<file path="src/rtl/data_mover_bram_mlp.sv">
// rtl/data_mover_bram_mlp.sv - BRAM data mover computing 16 lane-wise unsigned MAC results
//
// data_mover_bram_mlp: streams N words from port A of nine BRAMs and accumulates
//   acc[4L+j] += x_j * w_Lj + b_Lj (b0 = x, b(2L+1) = weights, b(2L+2) = bias).
//   clk, reset_n          : clock, synchronous active-low reset
//   i_run, i_num_cnt      : start pulse (IDLE only) and word count
//   o_idle/o_read/o_write/o_done : state flags (IDLE/RUN/WRITE/DONE)
//   addr_bN/ce_bN/we_bN/d_bN/q_bN : BRAM port-A, N = 0..8 (read only)
//   result_0..result_15   : accumulated results, updated in WRITE
// true_dpbram: two-port RAM, 1-cycle read latency, q holds when ce=0.
`timescale 1ns/1ps
module data_mover_bram_mlp #(
   parameter int CNT_BIT       = 31,
   parameter int DWIDTH        = 32,
   parameter int AWIDTH        = 12,
   parameter int MEM_SIZE      = 4096,
   parameter int IN_DATA_WITDH = 8
) (
   input  logic               clk,
   input  logic               reset_n,
   input  logic               i_run,
   input  logic [CNT_BIT-1:0] i_num_cnt,
   output logic               o_idle,
   output logic               o_read,
   output logic               o_write,
   output logic               o_done,
   output logic [AWIDTH-1:0]  addr_b0, addr_b1, addr_b2, addr_b3, addr_b4,
   output logic [AWIDTH-1:0]  addr_b5, addr_b6, addr_b7, addr_b8,
   output logic               ce_b0, ce_b1, ce_b2, ce_b3, ce_b4, ce_b5, ce_b6, ce_b7, ce_b8,
   output logic               we_b0, we_b1, we_b2, we_b3, we_b4, we_b5, we_b6, we_b7, we_b8,
   output logic [DWIDTH-1:0]  d_b0, d_b1, d_b2, d_b3, d_b4, d_b5, d_b6, d_b7, d_b8,
   input  logic [DWIDTH-1:0]  q_b0, q_b1, q_b2, q_b3, q_b4, q_b5, q_b6, q_b7, q_b8,
   output logic [DWIDTH-1:0]  result_0, result_1, result_2, result_3,
   output logic [DWIDTH-1:0]  result_4, result_5, result_6, result_7,
   output logic [DWIDTH-1:0]  result_8, result_9, result_10, result_11,
   output logic [DWIDTH-1:0]  result_12, result_13, result_14, result_15
);
   localparam int LANES = 4;
   localparam int NRES  = 16;
   localparam int NBRAM = 9;
   localparam int IW    = IN_DATA_WITDH;
   localparam int PW    = 2 * IN_DATA_WITDH;

   typedef enum logic [2:0] {S_IDLE, S_RUN, S_FLUSH, S_WRITE, S_DONE} state_t;

   state_t             state, next_state;
   logic [CNT_BIT-1:0] num_cnt, rd_cnt;
   logic [AWIDTH-1:0]  rd_addr;
   logic               rd_valid;
   logic               start;
   logic               last_rd;
   logic               ce;
   logic [AWIDTH-1:0]  addr;
   logic [DWIDTH-1:0]  q   [NBRAM];
   logic [DWIDTH-1:0]  acc [NRES];
   logic [DWIDTH-1:0]  mac [NRES];
   logic [DWIDTH-1:0]  res [NRES];

   assign q[0] = q_b0;  assign q[1] = q_b1;  assign q[2] = q_b2;
   assign q[3] = q_b3;  assign q[4] = q_b4;  assign q[5] = q_b5;
   assign q[6] = q_b6;  assign q[7] = q_b7;  assign q[8] = q_b8;

   assign start   = (state == S_IDLE) && i_run;
   assign last_rd = (rd_cnt == num_cnt - CNT_BIT'(1));

   always_ff @(posedge clk) begin
      if (!reset_n) state <= S_IDLE;
      else          state <= next_state;
   end

   always_comb begin
      next_state = state;
      o_idle     = 1'b0;
      o_read     = 1'b0;
      o_write    = 1'b0;
      o_done     = 1'b0;
      ce         = 1'b0;
      addr       = '0;
      case (state)
         S_IDLE: begin
            o_idle = 1'b1;
            // A zero count skips RUN entirely so no read is ever issued.
            if (i_run) next_state = (i_num_cnt == '0) ? S_FLUSH : S_RUN;
         end
         S_RUN: begin
            o_read = 1'b1;
            ce     = 1'b1;
            addr   = rd_addr;
            if (last_rd) next_state = S_FLUSH;
         end
         S_FLUSH: next_state = S_WRITE;
         S_WRITE: begin
            o_write    = 1'b1;
            next_state = S_DONE;
         end
         S_DONE: begin
            o_done     = 1'b1;
            next_state = S_IDLE;
         end
         default: next_state = S_IDLE;
      endcase
   end

   // Lane j sits at bits [DWIDTH-1-IW*j -: IW]; layer L reads b(2L+1)/b(2L+2).
   always_comb begin
      for (int i = 0; i < NRES; i++) begin
         mac[i] = acc[i]
                + DWIDTH'(PW'(q[0][DWIDTH-1-IW*(i%LANES) -: IW])
                        * PW'(q[2*(i/LANES)+1][DWIDTH-1-IW*(i%LANES) -: IW]))
                + DWIDTH'(q[2*(i/LANES)+2][DWIDTH-1-IW*(i%LANES) -: IW]);
      end
   end

   always_ff @(posedge clk) begin
      if (!reset_n) begin
         num_cnt  <= '0;
         rd_cnt   <= '0;
         rd_addr  <= '0;
         rd_valid <= 1'b0;
         for (int i = 0; i < NRES; i++) begin
            acc[i] <= '0;
            res[i] <= '0;
         end
      end else begin
         // Read data arrives one cycle after the address, so valid trails RUN.
         rd_valid <= (state == S_RUN);
         if (start) begin
            num_cnt <= i_num_cnt;
            rd_cnt  <= '0;
            rd_addr <= '0;
         end else if (state == S_RUN) begin
            rd_cnt  <= rd_cnt + CNT_BIT'(1);
            rd_addr <= (rd_addr == AWIDTH'(MEM_SIZE - 1)) ? '0 : rd_addr + AWIDTH'(1);
         end
         for (int i = 0; i < NRES; i++) begin
            if (start)         acc[i] <= '0;
            else if (rd_valid) acc[i] <= mac[i];
            if (state == S_WRITE) res[i] <= acc[i];
         end
      end
   end

   assign addr_b0 = addr; assign addr_b1 = addr; assign addr_b2 = addr;
   assign addr_b3 = addr; assign addr_b4 = addr; assign addr_b5 = addr;
   assign addr_b6 = addr; assign addr_b7 = addr; assign addr_b8 = addr;
   assign ce_b0 = ce; assign ce_b1 = ce; assign ce_b2 = ce; assign ce_b3 = ce; assign ce_b4 = ce;
   assign ce_b5 = ce; assign ce_b6 = ce; assign ce_b7 = ce; assign ce_b8 = ce;
   assign we_b0 = 1'b0; assign we_b1 = 1'b0; assign we_b2 = 1'b0; assign we_b3 = 1'b0;
   assign we_b4 = 1'b0; assign we_b5 = 1'b0; assign we_b6 = 1'b0; assign we_b7 = 1'b0;
   assign we_b8 = 1'b0;
   assign d_b0 = '0; assign d_b1 = '0; assign d_b2 = '0; assign d_b3 = '0; assign d_b4 = '0;
   assign d_b5 = '0; assign d_b6 = '0; assign d_b7 = '0; assign d_b8 = '0;

   assign result_0  = res[0];  assign result_1  = res[1];
   assign result_2  = res[2];  assign result_3  = res[3];
   assign result_4  = res[4];  assign result_5  = res[5];
   assign result_6  = res[6];  assign result_7  = res[7];
   assign result_8  = res[8];  assign result_9  = res[9];
   assign result_10 = res[10]; assign result_11 = res[11];
   assign result_12 = res[12]; assign result_13 = res[13];
   assign result_14 = res[14]; assign result_15 = res[15];
endmodule


</file>
<file path="config.mk">
export PLATFORM = sky130hd
export DESIGN_NAME = data_mover_bram_mlp
export DESIGN_NICKNAME = d
export VERILOG_FILES = /design/src/rtl/data_mover_bram_mlp.sv
export SDC_FILE = /design/constraint.sdc
export NUM_CORES = 2
export LEC_CHECK = 0
export CAP_MARGIN = 40
export CORE_AREA = 2 2 482 484
export CTS_BUF_LIST = sky130_fd_sc_hd__clkbuf_2
export CTS_CLUSTER_SIZE = 16
export DETAILED_ROUTE_END_ITERATION = 12
export DIE_AREA = 0 0 484 486
export MAX_ROUTING_LAYER = met4
export PLACE_DENSITY = 0.73
export REMOVE_ABC_BUFFERS = 1
export SLEW_MARGIN = 10
export SYNTH_ARGS = -nofsm -noshare
export SYNTH_HDL_FRONTEND = slang
export SYNTH_SLANG_ARGS = --single-unit
</file>
<file path="constraint.sdc">
create_clock -name clk -period 27.7 [get_ports clk]
set_input_delay 5.54 -clock clk [delete_from_list [all_inputs] [get_ports clk]]
set_output_delay 5.54 -clock clk [all_outputs]
set_load 0.01 [all_outputs]
</file>
Yosys cells after proc, flatten, opt, wreduce, memory -nomap -nowiden --
Memory sizes are Yosys's and may differ from the RTL's. Index checks and enable logic that the tools add are counted.
Storage, ports and cells: bits in registers 78, bits in latches 0, RAM bits 1024, memory bits (read-only) 0, output and inout port bits 930, memories kept 2
Operators by class: $add $sub $neg 35, $mul 16, divide/modulo/power cells 0, $lt $le $gt $ge 0, equal/unequal tests 8, shifts and indexed selects 0, multiplexer cells 68, bitwise logic cells 49, reduce and logical (&&, ||, !) cells 5
Memories:
- acc | depth 16, bits a word 32, read ports 16, clocked after memory_dff 0, write ports 16, RTL line 55 | logic [DWIDTH-1:0] acc [NRES];
- res | depth 16, bits a word 32, read ports 16, clocked after memory_dff 0, write ports 16, RTL line 57 | logic [DWIDTH-1:0] res [NRES];
Operators by type and width (number):
- $mux 32 | 48
- $add 32x16->32 | 16
- $add 32x8->32 | 16
- $mul 8x8->16 | 16
- $or 1x1->1 | 48
- $add 31x1->31 const B | 1
- $eq 31x31->1 | 1
- $logic_not 31->1 | 1
- $sub 31x1->31 const B | 1
- $mux 12 | 2
- $mux 1 | 14
- $add 12x1->12 const B | 1
- $eq 12x12->1 const B | 1
- $pmux 3 s4 | 1
- $eq 3x2->1 const B | 2
- $mux 3 | 2
- $ne 2x2->1 const B | 2
- $eq 3x1->1 const B | 1
- $eq 3x3->1 const B | 1
- $logic_not 3->1 | 1
- $mux 2 | 1
- $reduce_and 2->1 | 1
- $reduce_or 2->1 | 1
- $logic_and 1x1->1 | 1
- $not 1->1 | 1

Longest topological paths before layout --
depth in word-level cells 7, depth in mapped cells 22, depth with buffers taken out 20

Worst setup path after synthesis --
Ideal clock, no wire load.
path type input to register, start point in reset_n, end point mem res[0][0] (enable), setup time 0.971 ns, arrival time 17.676 ns, required time 26.729 ns, path slack 9.052 ns, stages 4, path buffers 3, cells stage by stage clkbuf_1 > clkbuf_1 > clkbuf_1 > nand2b_1
RTL lines:
- start: declaration | RTL line 20 | input logic reset_n,
- end: declaration | RTL line 57

==> flow_summary.rst <==
.. list-table::
   :header-rows: 1

   * - Metric
     - Value
   * - Final Wtd Congestion
     - 0.959
   * - FF-to-FF Start
     - acc[1][40]$_SDFFCE_PN0P_
   * - Portion of total power attributed to the clock network
     - 16.3%
   * - Final design area excluding fillers
     - 0.110 mm²
   * - Share of the clock period used by the worst path
     - 37.4%
   * - Fill cells
     - 20900
   * - Share of the synthesized area in the top cell type
     - 32.0%
   * - RSZ-0062 raised after global routing
     - false
   * - Number of vias after detailed routing
     - 70800
   * - Final #Nets
     - 12400
   * - Number of I/O port buffers
     - 954
   * - Sequential Area
     - 0.0323 mm²
   * - Wire length of the first global-routing pass
     - 418 mm
   * - Launch instance of the worst min-delay path
     - acc[1][232]$_SDFFCE_PN0P_
   * - Clock root buffer
     - sky130_fd_sc_hd__clkbuf_2
   * - Row count
     - 176
   * - Sum of net half-perimeters after detailed placement
     - 204 mm
   * - Critical Path Fanout Max
     - 32
   * - Clk sink count
     - 1102
   * - Transition time at the pin with the least slew margin
     - 1.30 ns
   * - Starting density of the core
     - 41.8%
   * - Power density cells
     - 70.5 mW/mm²
   * - Maximum vdd ir drop
     - 0.0492 mV
   * - Total area of multi-input combinational cells
     - 0.0562 mm²
   * - Class of the most critical setup path
     - primary input to register
   * - Setup slack of the worst register-to-register path
     - 22.35 ns
   * - Number of design-rule violations left by the first detailed-router iteration
     - 4737
   * - Total global-route track usage
     - 23.4%
   * - Antenna violations before repair
     - 48
   * - Type of the tightest min-delay check
     - register to register
   * - Number of DRC violations after detailed routing
     - 0
   * - Drt via density
     - 5.23
   * - Area Overhead vs Synth
     - 14.8%
   * - Clk_skew
     - 0.226 ns
   * - Cell-internal power
     - 4.39 mW
   * - Final total negative setup slack
     - 0 ns
   * - Critical Path AT
     - 11.95 ns
   * - Cell breakdown of the critical path
     - clkdlybuf4s50_1 > buf_4 > nand2_1 > fa_1 > inv_1 > fa_1 > inv_1 > fa_1 > inv_1 > fa_1 > inv_1 > fa_1 > inv_1 > ha_1 > o21a_1 > o21a_1 > a211oi_1 > o21a_1 > o31ai_1 > a2111oi_2 > buf_2 > or4_1 > a21oi_1
   * - Required time at the endpoint of the critical path
     - 29.28 ns
   * - Number of H-tree levels
     - 5
   * - Ys async rst share
     - 0%
   * - Crit-path slowest cell
     - sky130_fd_sc_hd__o31ai_1
   * - Area of the core region
     - 0.229 mm²
   * - # Post-CTS Setup Buffers
     - 0
   * - Average cell area after synthesis
     - 10.3 µm²
   * - Portion of the post-synthesis area used by sequential elements
     - 33.7%
   * - Overall die area
     - 0.235 mm²
   * - Total Power
     - 7.77 mW
   * - Routed Wire Length
     - 269 mm
   * - Max-slew violations
     - 0
   * - NetSw
     - 3.38 mW
   * - Result of the run
     - complete, no violations
   * - Leakage dissipation
     - 50.8 nW
   * - Library cell with the highest instance count after synthesis
     - sky130_fd_sc_hd__inv_1
   * - Startpoint of the most critical setup path
     - q_b0[5]
   * - Post-Synthesis Cells
     - 9279
   * - Sequential cell fraction of total power
     - 26.9%
   * - Number of buffers added by the clock tree synthesis step
     - 330
   * - Placed cell area
     - 0.107 mm²
   * - Largest delay contributor family on the critical path
     - adder cells
   * - Hold Slack
     - 0.484 ns
   * - Period minus WS final
     - 10.37 ns
   * - Routed length per instance
     - 19.9 µm
   * - Pin count of the biggest net entering global routing
     - 156
   * - Count of warnings emitted by yosys
     - 0
   * - Quantity of gates resized following cts
     - 0
   * - Unique cell type count in the Yosys netlist
     - 78
   * - Largest area contributor in the netlist
     - sky130_fd_sc_hd__edfxtp_1
   * - Clock input transition at the sequential cells of the worst setup and hold paths
     - 0.09 ns
   * - Normalized max-slew margin
     - 13.4%
   * - Total global routing overflow
     - 0
   * - Final-report hold violation count
     - 0
   * - Post-Syn Area
     - 0.0960 mm²
   * - Antenna Nets Post-Route
     - 0
   * - Sw Ratio
     - 43.5%
   * - Bufs on Longest Clock Path
     - 4
   * - Die Height
     - 486 µm
   * - Top cells by instance count after synthesis
     - 1190 x sky130_fd_sc_hd__inv_1, 1024 x sky130_fd_sc_hd__edfxtp_1, 915 x sky130_fd_sc_hd__ha_1
   * - Proportion of power drawn by combinational gates
     - 56.8%
   * - CP max stage delay
     - 0.62 ns
   * - Maximum clock frequency
     - 0.0964 GHz
   * - Hold-fix buffers at CTS
     - 0
   * - Share of final-layout standard cells stronger than drive strength 1
     - 5.87%
   * - Post-synthesis register bit count
     - 1102
   * - Number of primary I/O pins
     - 1252
   * - Post-synth EDFFs
     - 1024
   * - Endpoint type of the worst setup path
     - register
   * - Dominant synthesized flop cell
     - sky130_fd_sc_hd__edfxtp_1
   * - Clk Latency, worst-skew pair
     - 1.87 ns
   * - Final number of setup-violating endpoints
     - 0
   * - Launching element type of the critical path
     - primary input
   * - CP Buf/Inv Count
     - 8
   * - X dimension of the die
     - 484 µm
   * - CTS tree
     - built
   * - Vias in the first global route
     - 74200
   * - Max-cap check violation count
     - 0
   * - Drt first pass iters
     - 6
   * - Area contributors post-synth
     - sky130_fd_sc_hd__edfxtp_1 32%, sky130_fd_sc_hd__fa_1 18%, sky130_fd_sc_hd__ha_1 12%
## cell families (layout without fill, tap and decap cells)
family / after synthesis / count (layout) / share of synthesized area [%]
and+or+nand+nor: 3105 / 3105 / 17.0
buffers and inverters: 1899 / 2792 / 9.00
xor gates and xnor gates: 319 / 319 / 2.91
DFF: 1102 / 1102 / 33.7
adders and majority gates: 1795 / 1795 / 30.3
muxes: 18 / 18 / 0.188
other: 1 / 358 / 0.00391
AOI/OAI and AO/OA: 1040 / 1040 / 6.98
## final cells by class
class | instances | area share [%]
inverter | 1190 | 4.05
clock buffer | 435 | 1.98
timing repair buffer | 1043 | 9.48
multi-input combinational | 6574 | 51.0
clock inverter | 124 | 0.628
sequential | 1102 | 29.3
tap | 3026 | 3.43
antenna | 61 | 0.138
## cells in the final DEF, fill, tap and decap left out, drive strengths merged, types with 45 or more instances in the layout
cell type	instances
and3	406
a21o	93
ha	915
nand2	730
and2	876
clkbuf	436
or3	96
a21oi	292
nand2b	62
dfxtp	78
xor2	153
nor3	129
xnor2	166
conb	297
a21boi	50
nand3	111
inv	1192
clkdlybuf4s50	953
nor2	477
a211oi	57
buf	88
nand4	45
o21ai	215
diode	61
o21a	53
clkinv	113
edfxtp	1024
fa	880
## path summary, 6_finish.rpt
check                                            endpoint  depth (start not counted)
worst min-delay path            res[1][232]$_SDFFCE_PN0P_                          1
worst max-delay path            acc[1][255]$_SDFFCE_PN0P_                         23
worst min register to register  res[1][232]$_SDFFCE_PN0P_                          1
worst max register to register   acc[1][63]$_SDFFCE_PN0P_                         14
## worst register-to-register path: stages (launching register included)
cell and delay, ns:
sky130_fd_sc_hd__edfxtp_1 0.44, sky130_fd_sc_hd__ha_1 0.36, sky130_fd_sc_hd__fa_1 0.50, sky130_fd_sc_hd__fa_1 0.58
sky130_fd_sc_hd__fa_1 0.42, sky130_fd_sc_hd__ha_1 0.29, sky130_fd_sc_hd__ha_1 0.22, sky130_fd_sc_hd__or4_1 0.50
sky130_fd_sc_hd__a21oi_1 0.17, sky130_fd_sc_hd__nor3_1 0.14, sky130_fd_sc_hd__or4b_2 0.71, sky130_fd_sc_hd__a211oi_1 0.37
sky130_fd_sc_hd__buf_2 0.27, sky130_fd_sc_hd__nor4_1 0.08, sky130_fd_sc_hd__mux2i_1 0.16
## metrics by stage
step | utilization [%] | setup slack [ns] | cells
2_1_floorplan | - | 9.64 | 8866
3_3_place_gp | 46.6 | 15.28 | 12900
3_5_place_dp | 46.7 | 15.53 | 12900
4_1_cts | 48.0 | 17.28 | 13500
5_1_grt | 48.0 | 17.17 | 13500
6_report | 48.0 | 17.33 | 13600
## sequential cells by signal (all words and copies together), names as in the netlist
register  count
acc         512
num_cnt      31
res         512
rd_valid      1
rd_addr      12
state         3
rd_cnt       31
## metal layers
| layer | vias to the layer above | wire (µm) | global-route usage (%) |
|---|---|---|---|
| li1 | 32600 | - | - |
| met1 | 34900 | 103000 | 26.5 |
| met2 | 2665 | 132000 | 38.4 |
| met3 | 666 | 17200 | 4.34 |
| met4 | 0 | 17600 | 14.6 |
| met5 | - | 0 | - |
## power groups by stage
stage | Combinational (mW) | Sequential [mW] | Clock [mW]
final | 4.42 | 2.09 | 1.27
after global routing | 5.04 | 2.11 | 1.40
after CTS | 4.41 | 2.09 | 1.32
after detailed placement | 4.36 | 2.13 | 0
after global placement | 4.23 | 2.13 | 0
after floorplan | 3.32 | 2.13 | 0
Note: power is estimated with default switching activity, not from simulation.
